**src/rtl/spi_mult_sequencer_if.sv**
```systemverilog
// ---------------------------------------------------------------------------
// spi_mult_sequencer_if
// Bundles the frame-control signals between the SPI multiplier sequencer and
// its surroundings (SCLK/CS conditioner, shift register, multiplier).
//
// Signals:
//   cs_n        conditioned chip select, active low          (to sequencer)
//   sclk_pe     one-clk pulse per conditioned SCLK rise        (to sequencer)
//   mult_done   multiplier result valid, level or pulse        (to sequencer)
//   sr_mode     shift register mode 00 HOLD/01 SHIFT/10 PLOAD  (from sequencer)
//   mult_start  one-clk multiplier start pulse                 (from sequencer)
//   miso_en     MISO output buffer enable                      (from sequencer)
//   busy        high whenever the sequencer is not idle        (from sequencer)
//   err_timeout sticky multiplier-timeout flag                 (from sequencer)
//   state_dbg   current FSM state encoding, for observation    (from sequencer)
//
// Handshake: there is no valid/ready pair here. Every input is sampled on the
// rising clk edge; sclk_pe and mult_done are acted on only in the states that
// consume them, and cs_n high always returns the sequencer to idle.
//
// Modports: slave = sequencer side, master = driving environment.
// ---------------------------------------------------------------------------
interface spi_mult_sequencer_if;
  logic       cs_n;
  logic       sclk_pe;
  logic       mult_done;
  logic [1:0] sr_mode;
  logic       mult_start;
  logic       miso_en;
  logic       busy;
  logic       err_timeout;
  logic [2:0] state_dbg;

  modport slave (
    input  cs_n, sclk_pe, mult_done,
    output sr_mode, mult_start, miso_en, busy, err_timeout, state_dbg
  );

  modport master (
    output cs_n, sclk_pe, mult_done,
    input  sr_mode, mult_start, miso_en, busy, err_timeout, state_dbg
  );
endinterface

```
**src/rtl/spi_mult_sequencer.sv**
```systemverilog
// ---------------------------------------------------------------------------
// spi_mult_sequencer
// Transaction controller for the SPI multiplier peripheral. Within one
// chip-select frame it shifts in two packed operands, pulses the multiplier
// start, waits for done, parallel-loads the product and shifts it out with
// the MISO buffer enabled.
//
// Ports:
//   clk     system clock, all state changes on the rising edge
//   rst_n   synchronous active-low reset
//   io_bus  spi_mult_sequencer_if.slave (cs_n, sclk_pe, mult_done in;
//           sr_mode, mult_start, miso_en, busy, err_timeout, state_dbg out)
//
// Parameters:
//   OP_WIDTH      operand width; a frame is FRAME = 2*OP_WIDTH bits each way
//   MULT_TIMEOUT  clk cycles allowed in WAIT (timeout build only)
//
// Optional feature macro: SPI_MULT_TIMEOUT_EN
//   Defined   : WAIT counts clocks; no done by MULT_TIMEOUT cycles -> ERR.
//   Undefined : WAIT lasts until done or abort; err_timeout tied low.
//
// All outputs are registers loaded from a decode of the next state, so each
// output is a pure function of the state it is presented alongside.
// ---------------------------------------------------------------------------
module spi_mult_sequencer #(
  parameter int OP_WIDTH     = 4,
  parameter int MULT_TIMEOUT = 32
) (
  input  logic                  clk,
  input  logic                  rst_n,
  spi_mult_sequencer_if.slave   io_bus
);

  localparam int FRAME = 2 * OP_WIDTH;
  localparam int CNT_W = $clog2(FRAME) + 1;

  localparam logic [1:0] SR_HOLD  = 2'b00;
  localparam logic [1:0] SR_SHIFT = 2'b01;
  localparam logic [1:0] SR_PLOAD = 2'b10;

  typedef enum logic [2:0] {
    S_IDLE  = 3'd0,
    S_RX    = 3'd1,
    S_START = 3'd2,
    S_WAIT  = 3'd3,
    S_LOAD  = 3'd4,
    S_TX    = 3'd5,
    S_DONE  = 3'd6,
    S_ERR   = 3'd7
  } state_t;

  state_t           r_state;
  state_t           w_next_state;
  logic [CNT_W-1:0] r_bit_cnt;
  logic [CNT_W-1:0] w_bit_cnt_nxt;

  logic [1:0]       r_sr_mode;
  logic             r_mult_start;
  logic             r_miso_en;
  logic             r_busy;
  logic             r_err_timeout;

  logic [1:0]       w_sr_mode_nxt;
  logic             w_last_bit;

`ifdef SPI_MULT_TIMEOUT_EN
  localparam int WAIT_W = $clog2(MULT_TIMEOUT + 1);
  logic [WAIT_W-1:0] r_wait_cnt;
  logic [WAIT_W-1:0] w_wait_cnt_nxt;
`endif

  // The frame's final bit: sclk_pe arriving with bit_cnt at FRAME-1.
  assign w_last_bit = io_bus.sclk_pe && (r_bit_cnt == CNT_W'(FRAME - 1));

  // -------------------------------------------------------------------------
  // Next-state and counter logic
  // -------------------------------------------------------------------------
  always_comb begin
    w_next_state  = r_state;
    w_bit_cnt_nxt = r_bit_cnt;
`ifdef SPI_MULT_TIMEOUT_EN
    w_wait_cnt_nxt = r_wait_cnt;
`endif

    // cs_n deasserted aborts every non-idle state and outranks sclk_pe and
    // mult_done arriving in the same cycle.
    if ((r_state != S_IDLE) && io_bus.cs_n) begin
      w_next_state = S_IDLE;
    end else begin
      case (r_state)
        S_IDLE: begin
          if (!io_bus.cs_n) begin
            w_next_state  = S_RX;
            w_bit_cnt_nxt = '0;
          end
        end

        S_RX: begin
          if (io_bus.sclk_pe) begin
            // Counter is one bit wider than needed to index FRAME, so this
            // increment cannot wrap inside a frame.
            w_bit_cnt_nxt = r_bit_cnt + CNT_W'(1);
            if (w_last_bit) begin
              w_next_state = S_START;
            end
          end
        end

        S_START: begin
          w_next_state = S_WAIT;
`ifdef SPI_MULT_TIMEOUT_EN
          w_wait_cnt_nxt = '0;
`endif
        end

        S_WAIT: begin
`ifdef SPI_MULT_TIMEOUT_EN
          if (r_wait_cnt != WAIT_W'(MULT_TIMEOUT)) begin
            w_wait_cnt_nxt = r_wait_cnt + WAIT_W'(1);
          end
          // A done landing on the timeout cycle still wins.
          if (io_bus.mult_done) begin
            w_next_state = S_LOAD;
          end else if (r_wait_cnt >= WAIT_W'(MULT_TIMEOUT - 1)) begin
            w_next_state = S_ERR;
          end
`else
          if (io_bus.mult_done) begin
            w_next_state = S_LOAD;
          end
`endif
        end

        S_LOAD: begin
          w_next_state  = S_TX;
          w_bit_cnt_nxt = '0;
        end

        S_TX: begin
          if (io_bus.sclk_pe) begin
            w_bit_cnt_nxt = r_bit_cnt + CNT_W'(1);
            if (w_last_bit) begin
              w_next_state = S_DONE;
            end
          end
        end

        // DONE and ERR park until cs_n rises (handled by the abort branch).
        S_DONE:  w_next_state = S_DONE;
        S_ERR:   w_next_state = S_ERR;
        default: w_next_state = S_IDLE;
      endcase
    end
  end

  // Shift-register mode decode for the state being entered.
  always_comb begin
    w_sr_mode_nxt = SR_HOLD;
    case (w_next_state)
      S_RX, S_TX: w_sr_mode_nxt = SR_SHIFT;
      S_LOAD:     w_sr_mode_nxt = SR_PLOAD;
      default:    w_sr_mode_nxt = SR_HOLD;
    endcase
  end

  // -------------------------------------------------------------------------
  // State, counters and registered outputs
  // -------------------------------------------------------------------------
  always_ff @(posedge clk) begin
    if (!rst_n) begin
      r_state      <= S_IDLE;
      r_bit_cnt    <= '0;
      r_sr_mode    <= SR_HOLD;
      r_mult_start <= 1'b0;
      r_miso_en    <= 1'b0;
      r_busy       <= 1'b0;
    end else begin
      r_state      <= w_next_state;
      r_bit_cnt    <= w_bit_cnt_nxt;
      r_sr_mode    <= w_sr_mode_nxt;
      r_mult_start <= (w_next_state == S_START);
      r_miso_en    <= (w_next_state == S_TX);
      r_busy       <= (w_next_state != S_IDLE);
    end
  end

`ifdef SPI_MULT_TIMEOUT_EN
  always_ff @(posedge clk) begin
    if (!rst_n) begin
      r_wait_cnt <= '0;
    end else begin
      r_wait_cnt <= w_wait_cnt_nxt;
    end
  end

  // Sticky: set on entering ERR, survives the abort back to IDLE, and is
  // cleared only when the next frame enters RX.
  always_ff @(posedge clk) begin
    if (!rst_n) begin
      r_err_timeout <= 1'b0;
    end else if (w_next_state == S_ERR) begin
      r_err_timeout <= 1'b1;
    end else if ((r_state == S_IDLE) && (w_next_state == S_RX)) begin
      r_err_timeout <= 1'b0;
    end
  end
`else
  always_ff @(posedge clk) begin
    r_err_timeout <= 1'b0;
  end
`endif

  assign io_bus.sr_mode     = r_sr_mode;
  assign io_bus.mult_start  = r_mult_start;
  assign io_bus.miso_en     = r_miso_en;
  assign io_bus.busy        = r_busy;
  assign io_bus.err_timeout = r_err_timeout;
  assign io_bus.state_dbg   = r_state;

endmodule

```
**src/flat_wrapper.sv**
```systemverilog
// flat-port wrapper written by rule: the top's interface ports become plain ports
module spi_mult_sequencer_flat 
#(
  parameter int OP_WIDTH     = 4,
  parameter int MULT_TIMEOUT = 32
)
  (clk, rst_n, io_bus_cs_n, io_bus_sclk_pe, io_bus_mult_done, io_bus_sr_mode, io_bus_mult_start, io_bus_miso_en, io_bus_busy, io_bus_err_timeout, io_bus_state_dbg);
  spi_mult_sequencer_if io_bus_i ();
  input  logic clk;
  input  logic rst_n;
  input wire logic [$bits(io_bus_i.cs_n)-1:0] io_bus_cs_n;
  input wire logic [$bits(io_bus_i.sclk_pe)-1:0] io_bus_sclk_pe;
  input wire logic [$bits(io_bus_i.mult_done)-1:0] io_bus_mult_done;
  output wire logic [$bits(io_bus_i.sr_mode)-1:0] io_bus_sr_mode;
  output wire logic [$bits(io_bus_i.mult_start)-1:0] io_bus_mult_start;
  output wire logic [$bits(io_bus_i.miso_en)-1:0] io_bus_miso_en;
  output wire logic [$bits(io_bus_i.busy)-1:0] io_bus_busy;
  output wire logic [$bits(io_bus_i.err_timeout)-1:0] io_bus_err_timeout;
  output wire logic [$bits(io_bus_i.state_dbg)-1:0] io_bus_state_dbg;
  assign io_bus_i.cs_n = io_bus_cs_n;
  assign io_bus_i.sclk_pe = io_bus_sclk_pe;
  assign io_bus_i.mult_done = io_bus_mult_done;
  assign io_bus_sr_mode = io_bus_i.sr_mode;
  assign io_bus_mult_start = io_bus_i.mult_start;
  assign io_bus_miso_en = io_bus_i.miso_en;
  assign io_bus_busy = io_bus_i.busy;
  assign io_bus_err_timeout = io_bus_i.err_timeout;
  assign io_bus_state_dbg = io_bus_i.state_dbg;
  spi_mult_sequencer #(.OP_WIDTH(OP_WIDTH), .MULT_TIMEOUT(MULT_TIMEOUT)) u_core (.clk(clk), .rst_n(rst_n), .io_bus(io_bus_i));
endmodule
```
**config.mk**
```make
export PLATFORM = sky130hd
export DESIGN_NAME = spi_mult_sequencer_flat
export DESIGN_NICKNAME = d
export VERILOG_FILES = /design/src/rtl/spi_mult_sequencer_if.sv /design/src/rtl/spi_mult_sequencer.sv /design/src/flat_wrapper.sv
export SDC_FILE = /design/constraint.sdc
export NUM_CORES = 1
export LEC_CHECK = 0
export CELL_PAD_IN_SITES_DETAIL_PLACEMENT = 1
export CELL_PAD_IN_SITES_GLOBAL_PLACEMENT = 2
export CORE_MARGIN = 2
export CORE_UTILIZATION = 24
export DETAILED_ROUTE_END_ITERATION = 6
export PLACE_DENSITY = 0.74
export SKIP_CTS_REPAIR_TIMING = 1
export SYNTH_ARGS = -nofsm -noshare
export SYNTH_HDL_FRONTEND = slang
export SYNTH_SLANG_ARGS = --single-unit
```
**constraint.sdc**
```tcl
create_clock -name clk -period 1.3 [get_ports clk]
set_clock_uncertainty 0.05 [all_clocks]
set_input_delay 0.26 -clock clk [delete_from_list [all_inputs] [get_ports clk]]
set_output_delay 0.26 -clock clk [all_outputs]
set_load 0.01 [all_outputs]
```
==> After elaboration in Yosys (flattened, before gate mapping) <==
Cells that the tools add are included.
{ "op_classes": {"bitwise": 1, "muxes": 12, "n_reduce_logical": 9, "n_eq_ne": 14, "n_addsub": 1} }
{ "ops": {"columns": ["cell", "count"], "rows": [
  ["3-bit one-hot mux with 8 select lines", 1],
  ["3-bit 2-to-1 mux", 7],
  ["3-bit == test (second input constant)", 6],
  ["4-bit one-hot mux with 3 select lines", 1],
  ["3-bit by 2-bit == test with 1-bit output (second input constant)", 3],
  ["3-bit nonzero test", 3],
  ["4-bit 2-to-1 mux", 2],
  ["3-bit by 1-bit == test with 1-bit output (second input constant)", 2],
  ["4-bit by 1-bit adder with 4-bit output (second input constant)", 1],
  ["4-bit by 3-bit == test with 1-bit output (second input constant)", 1],
  ["2-bit one-hot mux with 2 select lines", 1],
  ["4-bit AND reduction", 1],
  ["2-bit OR reduction", 2],
  ["3-bit logical NOT", 1],
  ["1-bit logical AND", 2],
  ["2-bit by 1-bit inequality test with 1-bit output (second input constant)", 1],
  ["2-bit inequality test (second input constant)", 1],
  ["1-bit inverter", 1]
]} }
{ "totals": {"output_inout_bits": 9, "register_bits": 12, "input_bits": 5} }

==> Logic depth before layout (Yosys ltp) <==
{ "logic_depth": {"depth_word": 9, "mapped_depth": 4} }

==> Worst setup path after synthesis <==
No wires, ideal clock.
{ "synth_path": {"kind": "register -> register", "startpoint": "register u_core.r_state[1] (netlist: u_core.io_bus.state_dbg[1])", "endpoint": "register u_core.r_bit_cnt[3]", "path_buffers": 1, "t_required_ns": 1.180, "stages_incl_launch_ff": 5, "t_arrival_ns": 1.353, "slack_ns": -0.173, "cell_sequence": "dfxtp_1 or2_1 buf_6 or4_1 a21oi_1"} }
{ "synth_between": {"elab_chain_cells": 4} }
{ "synth_lines": {"columns": ["element", "line", "source"], "rows": [
  ["start, declared", "spi_mult_sequencer.sv:52", "state_t r_state;"],
  ["start signal, assigned", "spi_mult_sequencer.sv:178", "r_state <= w_next_state;"],
  ["3-bit by 1-bit == test with 1-bit output, or another cell as far along", "spi_mult_sequencer.sv:90", "case (r_state)"],
  ["2-bit OR reduction (no line) / 1-bit logical AND (equally long branches)", null, null],
  ["2-bit by 1-bit inequality test with 1-bit output (no line), or another cell as far along", null, null],
  ["4-bit AND reduction (no line)", null, null],
  ["end signal, assigned", "spi_mult_sequencer.sv:179", "r_bit_cnt <= w_bit_cnt_nxt;"],
  ["end, declared", "spi_mult_sequencer.sv:54", "logic [CNT_W-1:0] r_bit_cnt;"]
]} }
Several ways; a longest one is shown, not always the timed one.
A chain may end at the register's enable or synchronous reset.

==> Final worst setup path <==
{ "layout_path": {"startpoint": "register u_core.r_state[1] (netlist: u_core.io_bus.state_dbg[1])", "endpoint": "register u_core.r_bit_cnt[1]"} }
Same word-level chain as after synthesis.

==> impl_metrics.tcl <==
set metrics [dict create \
    drt_iter0_drc 1 \
    die_area_sq_mm 0.00247 \
    synth_edf_count 0 \
    clkTransAtPathRegs_ns 0.08 \
    via_per_inst 4.60 \
    rsz0062_at_grt "yes" \
    grt_pass1_vias 503 \
    start_kind "flop" \
    antenna_cells 0 \
    crit_required_ns 1.44 \
    grt.total_usage_pct 11.9 \
    placed_cell_area_sq_um 701 \
    wl_per_cell_um 12.6 \
    grt_overflow_total 0 \
    synth_area_leader_cell "dfxtp_1" \
    synth_warnings 0 \
    grt_pass1_wl_um 2190 \
    power.total_mw 0.694 \
    fin_nets 83 \
    setup_slack_ns -0.0662 \
    syn_avg_cell_area_sq_um 9.84 \
    final_core_util_pct 41.0 \
    ys_seq_elements 12 \
    finalCritPeriodShare_pct 105 \
    powerDensity_mw_per_mm2 863 \
    synth_ff_type "dfxtp_1" \
    syn_inst 51 \
    postLayoutCellArea_sq_um 805 \
    synth-async-reset-ratio_pct 0 \
    synth.most_common_cell "dfxtp_1" \
    post-route-min-period_ns 1.37 \
    die_w_um 49.7 \
    routed_wl_um 1300 \
    final.setup.tns_ns -0.171 \
    cts_max_level 1 \
    port_buffers 12 \
    drt-pass1-iter-count 4 \
    min_path_type "input pin to flop" \
    pre_cts_ws_ns -0.466 \
    boundaryPins 14 \
    cts_tree "done" \
    hold_viol_final 0 \
    synth_top_area_share_pct 47.9 \
    crit_path_end_kind "flop" \
    num_vias 474 \
    dp.cells 96 \
    finalNonFillerCells 103 \
    crit_fanout 5 \
    whs_ns 0.407 \
    yosys-top-cells-count "dfxtp_1, a21oi_1, o21ai_0, or4_1" \
    peakVddDrop_uv 611 \
    clock_latency_ns 0.27 \
    hpwl_um 951 \
    violations "setup timing" \
    drive_above_1_share_pct 36.8 \
    initial_core_util_pct 25.6 \
    worstSetupPathType "flop to flop" \
    seq_area_frac_synth_pct 47.9 \
    clockBufferDepth 2 \
    dieHeight_um 49.7 \
    ys_top_cells_by_area "dfxtp_1, or4_1, a21oi_1" \
    grt_start_max_net_pins 10 \
    syn-cell-area_sq_um 502 \
    max_clock_freq_mhz 732 \
    clock_sinks 12 \
    setup_viol 4 \
    core_sq_mm 0.00196 \
    synth_nets 57 \
    ys_types 27 \
    drc 0 \
    num_rows 16 \
    slew_viol_final 0 \
    area_delta_synth_final_pct 60.3 \
    antenna_found_initial 0 \
    status "complete, but fails checks" \
    leakagePower_nw 0.440 \
    arrival_ns 1.51 \
    ctsRootBufferMaster "clkbuf_4" \
    final_antenna_net_count 0 \
    cap_violations 0 \
    cts_buffers 3 \
    gp_congestion 0.706 \
]
-- critical path, stage by stage, from the launching register on --
cell	delay, ns
dfxtp_4	0.36
or2_4	0.27
or4b_1	0.48
a21boi_1	0.14
-- placed cells by master, fill, tap and decap left out, drive strengths merged, types with 2 or more instances in the layout --
cell           instances
o31ai                  2
or2                    2
inv                    2
o21ai                  4
buf                   10
clkbuf                 4
nor3b                  2
nor2b                  2
clkdlybuf4s50          3
dfxtp                 12
or4                    3
a21boi                 2
nand2b                 2
dlymetal6s2s           9
a21oi                  4
-- cell families after synthesis --
logic type	share of synthesized area [%]
other	0.747
AO/OA/AOI/OAI	17.5
AND/OR/NAND/NOR	24.2
adder cells (fa/ha/maj)	2.49
multiplexers	2.00
flip-flops	47.9
buffers and inverters	5.24
-- where the power goes --
| part | leakage [nW] | switching [mW] | total (mW) | internal [mW] |
|---|---|---|---|---|
| registers | 0.0996 | 0.00463 | 0.377 | 0.372 |
| clock network | 0.0150 | 0.127 | 0.246 | 0.119 |
| logic | 0.325 | 0.0311 | 0.0717 | 0.0407 |
-- metal layers --
layer / up-vias / part of all wire (%) / track usage, % / routed length [um]
met5: - / 0 / 0 / 0
met4: 0 / 1.1 / 5.56 / 14
met3: 2 / 2.8 / 2.73 / 36
met2: 7 / 50 / 19.3 / 654
met1: 227 / 46 / 14.8 / 595
li1: 238 / - / - / -
-- state kept, by name, summed over array words and instances (netlist names) --
| register | cells |
|---|---|
| u_core.io_bus.sr_mode | 2 |
| u_core.io_bus.mult_start | 1 |
| u_core.io_bus.state_dbg | 3 |
| u_core.r_bit_cnt | 4 |
| u_core.io_bus.miso_en | 1 |
| u_core.io_bus.busy | 1 |
-- final cells by class --
type	instances	area [sq um]
Inverter	2	7.51
Clock buffer	4	26.3
Fill cell	246	1160
Timing Repair Buffer	22	218
Sequential cell	12	248
Tap cell	27	33.8
Multi-Input combinational cell	36	272
-- path summary, 6_finish.rpt --
| kind | startpoint | endpoint | slack [ns] | cells after the start |
|---|---|---|---|---|
| min reg2reg | u_core.r_bit_cnt[0]$_SDFFE_PN0P_ | u_core.r_bit_cnt[0]$_SDFFE_PN0P_ | 0.45 | 2 |
| min | io_bus_cs_n | u_core.r_bit_cnt[0]$_SDFFE_PN0P_ | 0.41 | 4 |
| max reg2reg | u_core.io_bus.state_dbg[1]$_SDFF_PN0_ | u_core.r_bit_cnt[1]$_SDFFE_PN0P_ | -0.07 | 3 |
| max | u_core.io_bus.state_dbg[1]$_SDFF_PN0_ | u_core.r_bit_cnt[1]$_SDFFE_PN0P_ | -0.07 | 3 |
Note: power is estimated with default switching activity, not from simulation.
